## config.mk

```make
export PLATFORM = sky130hd
export DESIGN_NAME = shift_add_mul
export DESIGN_NICKNAME = d
export VERILOG_FILES = /design/src/rtl/mul_defs.sv /design/src/rtl/shl.sv /design/src/rtl/shift_add_mul.sv
export SDC_FILE = /design/constraint.sdc
export NUM_CORES = 1
export LEC_CHECK = 0
export CORE_AREA = 2 2 90 92
export CTS_CLUSTER_DIAMETER = 40
export CTS_CLUSTER_SIZE = 14
export DETAILED_ROUTE_END_ITERATION = 10
export DIE_AREA = 0 0 92 94
export PLACE_DENSITY = 0.69
export SYNTH_ARGS = -nofsm -noshare
export SYNTH_HDL_FRONTEND = slang
export SYNTH_SLANG_ARGS = --single-unit
```

## constraint.sdc

```tcl
create_clock -name Clk -period 4.95 [get_ports Clk]
set_input_delay 0.495 -clock Clk [delete_from_list [all_inputs] [get_ports Clk]]
set_output_delay 0.495 -clock Clk [all_outputs]
set_load 0.02 [all_outputs]
```

## src/rtl/mul_defs.sv

```systemverilog
// Shared definitions for the sequential shift-and-add multiplier: FSM state encoding and
// counter-width helper.
package mul_defs;

   typedef enum logic {
      IDLE = 1'b0,
      RUN  = 1'b1
   } state_t;

   // Counter width for a given operand width: clog2(width)+1.
   function automatic int unsigned cnt_w(input int unsigned width);
      return $clog2(width) + 1;
   endfunction

   localparam int unsigned DEFAULT_DATAWIDTH = 8;
   localparam int unsigned CNT_W = cnt_w(DEFAULT_DATAWIDTH);

endpackage

```

## src/rtl/shl.sv

```systemverilog
// Combinational logical left shifter from the datapath component library.
module SHL #(
   parameter int unsigned DATAWIDTH = 8
) (
   input  logic [DATAWIDTH-1:0] a,
   input  logic [DATAWIDTH-1:0] sh_amt,
   output logic [DATAWIDTH-1:0] d
);

   always_comb begin
      d = a << sh_amt;
   end

endmodule

```

## src/rtl/shift_add_mul.sv

```systemverilog
// Sequential unsigned shift-and-add multiplier: one partial product per cycle via a single
// SHL instance, 2*DATAWIDTH-bit registered product after DATAWIDTH cycles.
module shift_add_mul
   import mul_defs::*;
#(
   parameter int unsigned DATAWIDTH = 8
) (
   input  logic                     Clk,
   input  logic                     Rst,
   input  logic                     start,
   input  logic [DATAWIDTH-1:0]     a,
   input  logic [DATAWIDTH-1:0]     b,
   output logic                     busy,
   output logic                     done,
   output logic [2*DATAWIDTH-1:0]   prod
);

   localparam int unsigned PW   = 2 * DATAWIDTH;
   localparam int unsigned CW   = cnt_w(DATAWIDTH);
   localparam int unsigned IW   = CW - 1;
   localparam logic [CW-1:0] LAST = CW'(DATAWIDTH - 1);

   state_t            state_q, state_d;
   logic [CW-1:0]     cnt_q, cnt_d;
   logic [PW-1:0]     a_reg_q, a_reg_d;
   logic [DATAWIDTH-1:0] b_reg_q, b_reg_d;
   logic [PW-1:0]     acc_q, acc_d;
   logic [PW-1:0]     prod_q, prod_d;
   logic              done_q, done_d;

   logic              accept;
   logic              last;
   logic [PW-1:0]     sh_amt;
   logic [PW-1:0]     shifted;

   assign accept = (state_q == IDLE) && start;
   assign last   = (state_q == RUN) && (cnt_q == LAST);
   assign sh_amt = {{(PW - CW){1'b0}}, cnt_q};

   SHL #(
      .DATAWIDTH (PW)
   ) u_shl (
      .a      (a_reg_q),
      .sh_amt (sh_amt),
      .d      (shifted)
   );

   // State register
   always_ff @(posedge Clk or posedge Rst) begin
      if (Rst) begin
         state_q <= IDLE;
      end else begin
         state_q <= state_d;
      end
   end

   // Next-state logic
   always_comb begin
      state_d = state_q;
      unique case (state_q)
         IDLE:    if (start) state_d = RUN;
         RUN:     if (cnt_q == LAST) state_d = IDLE;
         default: state_d = IDLE;
      endcase
   end

   // Outputs; busy is decoded from the state register so it stays glitch-free and registered.
   always_comb begin
      busy = (state_q == RUN);
      done = done_q;
      prod = prod_q;
   end

   // Datapath next-state
   always_comb begin
      cnt_d   = cnt_q;
      a_reg_d = a_reg_q;
      b_reg_d = b_reg_q;
      acc_d   = acc_q;
      prod_d  = prod_q;
      done_d  = 1'b0;
      if (accept) begin
         a_reg_d = {{DATAWIDTH{1'b0}}, a};
         b_reg_d = b;
         acc_d   = '0;
         cnt_d   = '0;
      end else if (state_q == RUN) begin
         if (b_reg_q[cnt_q[IW-1:0]]) begin
            acc_d = acc_q + shifted;
         end
         cnt_d = cnt_q + 1'b1;
         if (last) begin
            prod_d = acc_d;
            done_d = 1'b1;
         end
      end
   end

   always_ff @(posedge Clk or posedge Rst) begin
      if (Rst) begin
         cnt_q   <= '0;
         a_reg_q <= '0;
         b_reg_q <= '0;
         acc_q   <= '0;
         prod_q  <= '0;
         done_q  <= 1'b0;
      end else begin
         cnt_q   <= cnt_d;
         a_reg_q <= a_reg_d;
         b_reg_q <= b_reg_d;
         acc_q   <= acc_d;
         prod_q  <= prod_d;
         done_q  <= done_d;
      end
   end

endmodule

```

Word-level counts from Yosys, hierarchy flattened
Index checks and enable logic that the tools add are counted.
Storage, ports and cells
  register bits after elaboration: 54
Cells by class
  shift-type cells: 1
  $lt $le $gt $ge: 1
  reductions and logical operators: 4
  mux-type cells: 13
  add/subtract/negate cells: 2
  bitwise gates (word level): 2
  equal/unequal tests: 1
Operators by type and width (count)
  $mux 16: 3
  $add 16x16->16: 1
  $shl 8x4->16: 1
  $mux 4: 2
  $mux 1: 6
  $add 4x1->4 const B: 1
  $eq 4x3->1 const B: 1
  $lt 3x4->1 const B: 1
  $bmux 1 s3: 1
  $reduce_and 3->1: 1
  $logic_and 1x1->1: 2
  $not 1->1: 2
  $pmux 1 s2: 1
  $reduce_bool 2->1: 1

Depth between registers and ports, before layout
Gate-level depths: netlist of run 1.
  word-level depth: 5
  depth in mapped cells: 16
  depth with buffers taken out: 14

Hierarchy
A second synthesis of run 1 with hierarchy kept.
Second synthesis, totals
  cells, all modules: 446
  area, all modules: 3945.0 µm²
By module, submodules not included
  shift_add_mul: times used 1, area an instance 2980.4 µm², cells each 336
  SHL: times used 1, area an instance 964.7 µm², cells each 110

Worst setup path after synthesis of run 1
OpenSTA, ideal clock, no wires.
  path type: reg-to-reg
  start point: reg cnt_q[1]
  end point: reg acc_q[14]
  path slack: 1991 ps
  path buffers: 2
  stages on the path, launching flop included: 15
  required time: 4828 ps
  data arrival time: 2837 ps
  setup time: 122 ps
  clock period less this slack: 2959 ps
  cells stage by stage: dfrtp_1 buf_4 buf_1 mux2i_1 nand2_1 o21ai_0 o21ai_0 and2_1 ha_1 and3_1 o211a_1 a21oi_1 o31ai_1 xor2_1 a32o_1
On the way
  longest elaborated chain between the ends: 5
  elaborated cells on any way between the ends: 7
  those cells by class: add/sub: 1; shift: 1; mux: 5
Ends and longest elaborated chain
  start: declaration: line shift_add_mul.sv:24  | logic [CW-1:0] cnt_q, cnt_d;
  start signal: assignment: line shift_add_mul.sv:108  | cnt_q <= cnt_d;
  $shl 8x4->16 / $bmux 1 s3 (equally long branches): line shl.sv:11, shift_add_mul.sv:88
  $add 16x16->16 / $mux 1 (equally long branches): line shift_add_mul.sv:89, shift_add_mul.sv:88
  $mux 16 *: line shift_add_mul.sv:88  | if (b_reg_q[cnt_q[IW-1:0]]) begin
  $mux 16 *: line shift_add_mul.sv:87  | end else if (state_q == RUN) begin
  $mux 16 *: line shift_add_mul.sv:82  | if (accept) begin
  end signal: assignment: line shift_add_mul.sv:104  | acc_q <= '0;
  end signal: assignment: line shift_add_mul.sv:111  | acc_q <= acc_d;
  end: declaration: line shift_add_mul.sv:27  | logic [PW-1:0] acc_q, acc_d;
Every way passes the cells marked *; elsewhere a longest branch is shown, timed or not. The select of a mux whose other input is x is not followed.
A chain may end at the register's enable or synchronous reset.

Worst setup path after layout of run 1
  start point: reg cnt_q[1]
  end point: reg acc_q[11]
Same word-level chain as after synthesis.

==> results of run 1 <==
==> worst reg2reg max path, stage by stage, from the launching register on <==
cell and delay (ps):
sky130_fd_sc_hd__dfrtp_1 830, sky130_fd_sc_hd__mux2_2 430, sky130_fd_sc_hd__o21ai_0 250, sky130_fd_sc_hd__o21ai_0 160, sky130_fd_sc_hd__and2_1 210, sky130_fd_sc_hd__ha_1 320
sky130_fd_sc_hd__a21oi_1 230, sky130_fd_sc_hd__nand2_1 130, sky130_fd_sc_hd__o32ai_1 420, sky130_fd_sc_hd__o21ai_0 210, sky130_fd_sc_hd__xor2_1 190, sky130_fd_sc_hd__a32o_1 270
==> area by class of cell <==
class                      instances  area, um^2
clock inverter                     3        28.8
timing repair buffer              39         383
tap                              102         128
multi-input combinational        269        1880
inverter                          10        37.5
clock buffer                       5        68.8
sequential                        54        1350
fill                             741        3730
==> placed cells by master, fill, tap and decap left out, drive strengths merged, types with 2 or more instances in the layout <==
master	count
xor2	10
inv	12
a211oi	4
xnor2	5
and2	4
nor2b	7
nand2b	2
a21oi	28
o21ai	38
nor2	23
nand2	47
a32o	3
buf	3
nand3	5
ha	16
nor3	2
o32ai	2
clkdlybuf4s50	36
o211ai	2
clkbuf	5
mux4	4
a22o	10
o22ai	4
nor3b	2
o31ai	2
a21o	5
mux2	21
dfrtp	54
mux2i	11
and3	2
o21bai	2
==> sequential cells by signal, summed over array words and instances, names as in the netlist <==
| name | cells |
|---|---|
| prod | 16 |
| busy | 1 |
| cnt_q | 4 |
| b_reg_q | 8 |
| a_reg_q | 8 |
| done | 1 |
| acc_q | 16 |
==> path summary, 6_finish.rpt <==
kind | start | to
setup / recovery | cnt_q[1] | acc_q[11]
hold / removal | prod[8] | prod[8]
setup reg to reg | cnt_q[1] | acc_q[11]
hold reg to reg | prod[8] | prod[8]
max in group asynchronous | Rst | prod[0]
min in group asynchronous | Rst | a_reg_q[6]
==> Yosys cell counts (7+ instances only) <==
| master | n | area [um^2] |
|---|---|---|
| sky130_fd_sc_hd__a21oi_1 | 28 | 140 |
| sky130_fd_sc_hd__clkbuf_1 | 10 | 37.5 |
| sky130_fd_sc_hd__dfrtp_1 | 54 | 1350 |
| sky130_fd_sc_hd__nor2b_1 | 7 | 43.8 |
| sky130_fd_sc_hd__xor2_1 | 10 | 87.6 |
| sky130_fd_sc_hd__nand2_1 | 47 | 176 |
| sky130_fd_sc_hd__mux2_2 | 21 | 236 |
| sky130_fd_sc_hd__ha_1 | 16 | 200 |
| sky130_fd_sc_hd__inv_1 | 9 | 33.8 |
| sky130_fd_sc_hd__o21ai_1 | 8 | 40.0 |
| sky130_fd_sc_hd__a22o_1 | 10 | 87.6 |
| sky130_fd_sc_hd__mux2i_1 | 10 | 100 |
| sky130_fd_sc_hd__nor2_1 | 23 | 86.3 |
| sky130_fd_sc_hd__o21ai_0 | 30 | 150 |
==> logic make-up after synthesis <==
family,Yosys count
adder cells (fa/ha/maj),17
multiplexers,36
XOR/XNOR,15
AND/OR/NAND/NOR,96
flip-flops,54
buffers and inverters,27
AO/OA/AOI/OAI,105
==> layer usage <==
metal,vias up,part of all wire
li1,1313,-
met1,1240,0.48
met2,50,0.47
met3,11,0.031
met4,0,0.021
met5,-,0
==> through the flow <==
step                      setup WS [ps]  hold slack [ps]  cells   util
after global routing                856              524    482  0.509
after detailed placement           1250              469    474  0.496
after floorplan                    1990              475    350      -
after global placement             1400              459    474  0.496
after CTS                          1220              494    482  0.509
final                              1200              484    482  0.509
==> run summary, run 1 <==
The flow ran to the end, and the final reports show no timing, DRC or antenna violations. Buffers added to address setup during post-CTS repair amount to 0. The worst clock skew on the final layout was 5.66 ps. After global routing, the most crowded layer is met2. The tools report the met2 track demand over resource as 0.287. During synthesis, Yosys emitted a total of 0 warnings. The slew at the pin with the worst max-slew slack was 788 ps.

The logs give 2 for the number of H-tree branching levels and 0.266 GHz for the maximum clock frequency. The met1 layer usage reported by global route was 0.235; the worst-case reg-to-reg path depth was 11. The tightest min-delay check is of the flop to flop type. The area share of and/or/nand/nor cells after synthesis was 0.127; the xor/xnor share of the synthesized area was 0.0391. The cell depth of the worst setup path was 11.

The height of the chip was 94 um. The tools report the net count reported at finish as 415. TritonCTS created 5 clock buffers. The clock sink count was 54; the core footprint was 7610 um^2. Setup repair after global routing left no endpoint under its margin.

Dividing the detail-routed wire length by the instance count gives 14.4 um. The initial core utilization came out at 0.442. The logs give 0.0289 for the met3 track demand over resource in global routing and 0 for the count of nets left with antenna violations after detail routing.

The critical path goes through mux2_2, o21ai_0, o21ai_0, and2_1, ha_1, a21oi_1, nand2_1, o32ai_1, o21ai_0, xor2_1, a32o_1. For the number of nets produced by synthesis, the log shows 386. The number of buffers on the longest clock path was 2. Detailed placement finished with a half-perimeter wire length of 5130 um. The setup-violating endpoint count in the final report was 0; the data arrival time of the critical path was 3970 ps. The shortest clock period the worst path allows after layout was 3750 ps. The tools report the final sum of negative setup slack as 0 ps. The critical path in this run is classified as flop to flop.

The post-cts sizing count is 0. Cell type of the slowest stage on the worst timing path: sky130_fd_sc_hd__dfrtp_1. In this run, the number of DRC markers left after iteration 0 of detailed routing was 90. In this run the worst path has a maximum fanout of 20. The most used flip-flop cell after synthesis is sky130_fd_sc_hd__dfrtp_1.

TritonCTS built the clock tree. Detailed routing inserted a total of 2614 vias. The clock slew at the register clock pins of the worst setup and hold paths is 110 ps.

The first TritonRoute pass finished after 4 iterations. After clock tree synthesis, the flow added hold-fix buffers numbering 0. The logs give 0 for the number of diodes and 5160 ps for the data required time of the worst path. The number of maximum-capacitance violations is 0, and the remaining global-route overflow is 0.

The total number of placement rows is 32, and the number of global-route vias before repair is 2621. The mux cell area share after synthesis came out at 0.134. The area share of fa/ha/maj cells after synthesis was 0.0655; the number of flip-flops and latches in the synthesized netlist was 54. The most frequent cell on the critical path was sky130_fd_sc_hd__o21ai_0. The tree is rooted in a sky130_fd_sc_hd__clkbuf_8. Global routing usage summed across all routing layers: 0.175. Mean instance size in the synthesized netlist: 9.60 um^2.

In the routed layout, each cell is associated on average with a via count of 5.42. STA classifies the critical path startpoint as a flop. Entering global routing, the biggest net connects 55 pins. The tools report the gate count after technology mapping as 350. The initial antenna violation count is 0, and the proportion of layout cells with a drive suffix above 1 is 0.113. The worst slew margin relative to its limit came out at 0.475. Port buffer count: 36. The logs give 1200 ps for the register-to-register path setup slack and 0 for the number of remaining DRC errors. The post-synthesis async set-or-reset flop share was 1.00; the mapped cell area was 3360 um^2.

The max-slew violation total from the final report came out at 0. Summing all placed instances gives a cell area of 3770 um^2. The die boundary width is 92 um. From synthesis to final layout, the design area changed by 15.3%. The overall die area came out at 8650 um^2. The worst setup path is captured at a flop. After synthesis, the largest family of logic cells by area is compound AO/OA/AOI/OAI gates.

The area fraction in compound gates after synthesis was 0.193. Counting both buffers and inverters, the worst setup path holds a total of 0. The final clock period utilization by the worst path is 0.759, and the number of flops mapped to enable cells by yosys is 0.

For the number of top-level design ports, the log shows 37. The clock latency at the later pin of the worst-skew pair was 320 ps. The run gives 46 as the count of cell types in the netlist. The maximum cell stage delay along the critical path is 830 ps.

The gate family responsible for the most delay along the worst path was compound AO/OA/AOI/OAI gates. The cell count of the worst hold path is 2. The tools report the proportion of synthesized chip area in sequential cells as 0.402. The first-pass GRT wire length was 12200 um; the summed area of non-filler cells in the final layout was 3870 um^2.

At the end of routability-driven placement, the weighted congestion stood at 0.897. Summed over all layers, the routed wires come to 6920 um. The number of hold violations in the final report was 0.
Power of run 1 is left out: the tool's default activity adds up to more than one toggle a clock period on the data nets, which glitch-free logic cannot reach.
==> inputs of run 2 (changes only) <==
==> constraint.sdc (replaced) <==
create_clock -name Clk -period 3.5 [get_ports Clk]
set_input_delay 0.35 -clock Clk [delete_from_list [all_inputs] [get_ports Clk]]
set_output_delay 0.35 -clock Clk [all_outputs]
set_load 0.02 [all_outputs]
==> run 2 against run 1 <==
  * Cell count up 2.1%
  * Clock skew is 4.8 ps higher
  * Worst setup slack worse by 830 ps
  * Sequential share of layout area down 0.67 points
  * First-iteration DRC count increased by 19%
  * Maximum frequency is 20% higher
  * Global-route usage is 0.68 points higher
  * Non-clock buffer count is 10 higher
  * Hold slack got worse by 75 ps
  * Register-to-register slack worse by 830 ps
  * Utilization up 1.0 points
==> run summary, run 2 (same netlist as run 1, synthesis figures left out) <==
The run finished with clean final reports. Max-cap violations in this run came to 0. The tools report the element type at the critical path end as a flop. Entering global routing, the biggest net connects 29 pins.

The tools report the number of global-route vias before repair as 2633. The largest individual stage delay along the critical path comes from the cell sky130_fd_sc_hd__dfrtp_1. The tools report the worst slew margin relative to its limit as 0.567. The initial antenna violation count was 0; the number of DRC violations after detailed-routing iteration 0 was 107. Before CTS, the worst setup slack after placement is 284 ps.

The worst setup path is launched from a flop. The startpoint identified for the worst register-to-register timing path is cnt_q[1]. Walking the worst path, the cells encountered are buf_4, mux2_2, o21ai_0, o21ai_0, and2_1, ha_1, and3_1, o211a_1, a21oi_1, o31ai_1, xor2_1, a21oi_1, o21ai_0. At the pin with the least slew margin, the transition time is 636 ps. Across all layers, the routed design uses 2691 vias. Summed over all failing endpoints, the final setup total negative slack is 0 ps. The most critical setup path has its startpoint at cnt_q[1].

After detailed routing, the number of vias per cell comes to 5.47. The shortest clock period the worst path allows after layout is 3130 ps, and the number of remaining DRC errors is 0. The filler-free cell count of the finished design is 492. Compared with the post-synthesis result, the final layout area differs by 17.5%. The library cell used most frequently in the layout, excluding fill and tap cells, is sky130_fd_sc_hd__dfrtp_1. The repair_antennas step left the layout with diodes totalling 0. The detail-routed net length per standard cell came out at 14.9 um. The kind of critical path is flop to flop. From bottom edge to top edge, the die measures 94 um. At the later pin of the worst-skew pair, clock insertion delay measures 310 ps. In this run the count of I/O pins placed on the die edge is 37.

The logs give 0 for the count of nets left with antenna violations after detail routing and 425 for the net count reported at finish. The final clock period utilization by the worst path works out to 0.896. The number of clock buffers added by TritonCTS is 5. Once detailed placement completed, the half-perimeter wirelength came to 5700 um. The setup-violating endpoint count in the final report came out at 0.

The core footprint is 7610 um^2. For the data arrival time of the critical path, the log shows 3380 ps. For the total number of placement rows, the log shows 32. Setup repair after global routing left no endpoint under its margin. Input and output buffers added on the ports amount to 36. The clock slew at the register clock pins of the worst setup and hold paths is 100 ps, and the iteration count of the initial detailed-routing pass is 4. The first global-routing pass estimated 12500 um of wire. For the max-slew violation total from the final report, the log shows 0. Total of hold buffers inserted after clock tree synthesis: 0.

The tree is rooted in a sky130_fd_sc_hd__clkbuf_8. In this run the horizontal extent of the chip is 92 um. The tools report the number of hold violations in the final report as 0. The biggest fanout along the worst timing path works out to 6. Static timing analysis puts the maximum clock frequency at 0.319 GHz. The longest clock path from root to sink contains 2 buffers. Once routing completed, OpenROAD measured the worst setup slack at 365 ps. Routability-driven placement finished with a final weighted congestion of 0.895. The number of buffers inserted by post-CTS setup repair was 0; the global routing usage summed across all routing layers was 0.182.

The H-tree generated during clock tree synthesis spans 2 levels. For the post-cts sizing count, the log shows 0. The number of cells in the design after placement was 484; the detailed-route wire length was 7330 um. For the overall die area, the log shows 8650 um^2.

The data required time of the worst path is 3740 ps, and the proportion of layout cells with a drive suffix above 1 is 0.136. Counting stages on the worst path, the most repeated cell is sky130_fd_sc_hd__o21ai_0. TritonCTS built the clock tree.

The path category of the worst min-delay check was primary input to async pin. Across the routed clock network, the largest skew measured is 10.4 ps. CTS saw 54 sinks. On the worst path, the slowest cell contributes a delay of 420 ps. The logs give 0.442 for the initial core utilization and 0 for the remaining global-route overflow. Leaving out fill and tap cells, the most frequent cells in the layout are 54 x sky130_fd_sc_hd__dfrtp_1, 47 x sky130_fd_sc_hd__nand2_1, 36 x sky130_fd_sc_hd__clkdlybuf4s50_1, 30 x sky130_fd_sc_hd__o21ai_0, 28 x sky130_fd_sc_hd__a21oi_1. The number of fillers in the final layout is 718.
## run 2: worst paths after layout
check	to	slack, ps	cells after the start
max	prod[14]	370	13
min	a_reg_q[4]	410	2
max reg2reg	prod[14]	370	13
min reg2reg	prod[12]	480	2
max in group asynchronous	acc_q[7]	2330	3
min in group Clk	prod[12]	480	2
## run 2: worst max-delay path: cells and delay by family (launching register included)
kind | cells | cell delay [ps]
AO/OA/AOI/OAI | 7 | 1170
XOR/XNOR | 1 | 230
adder cells (fa/ha/maj) | 1 | 350
buffers and inverters | 1 | 180
flip-flops | 1 | 420
multiplexers | 1 | 350
AND/OR/NAND/NOR | 2 | 360
## run 2: final cells by class
cell class	instances	area [um^2]	area share
inverter	10	37.5	0.00951
multi-input combinational	269	1880	0.477
clock buffer	7	86.3	0.0219
tap	102	128	0.0323
timing repair buffer	49	458	0.116
sequential	54	1350	0.342
clock inverter	1	5.00	0.00127
## run 2: through the flow
stage | cell area (um^2) | utilization | hold slack, ps
floorplan | 3360 | - | 475
global placement | 3850 | 0.506 | 461
detailed placement | 3850 | 0.506 | 469
CTS | 3940 | 0.518 | 423
global route | 3950 | 0.519 | 464
finish | 3950 | 0.519 | 409
## run 2: routing by layer
| layer | vias to the layer above | GRT usage | share of wire |
|---|---|---|---|
| met1 | 1282 | 0.239 | 0.47 |
| met4 | 0 | 0.0746 | 0.024 |
| met3 | 13 | 0.0313 | 0.032 |
| li1 | 1332 | - | - |
| met5 | - | 0 | 0 |
| met2 | 64 | 0.299 | 0.47 |
Power of run 2 is left out for the same reason.
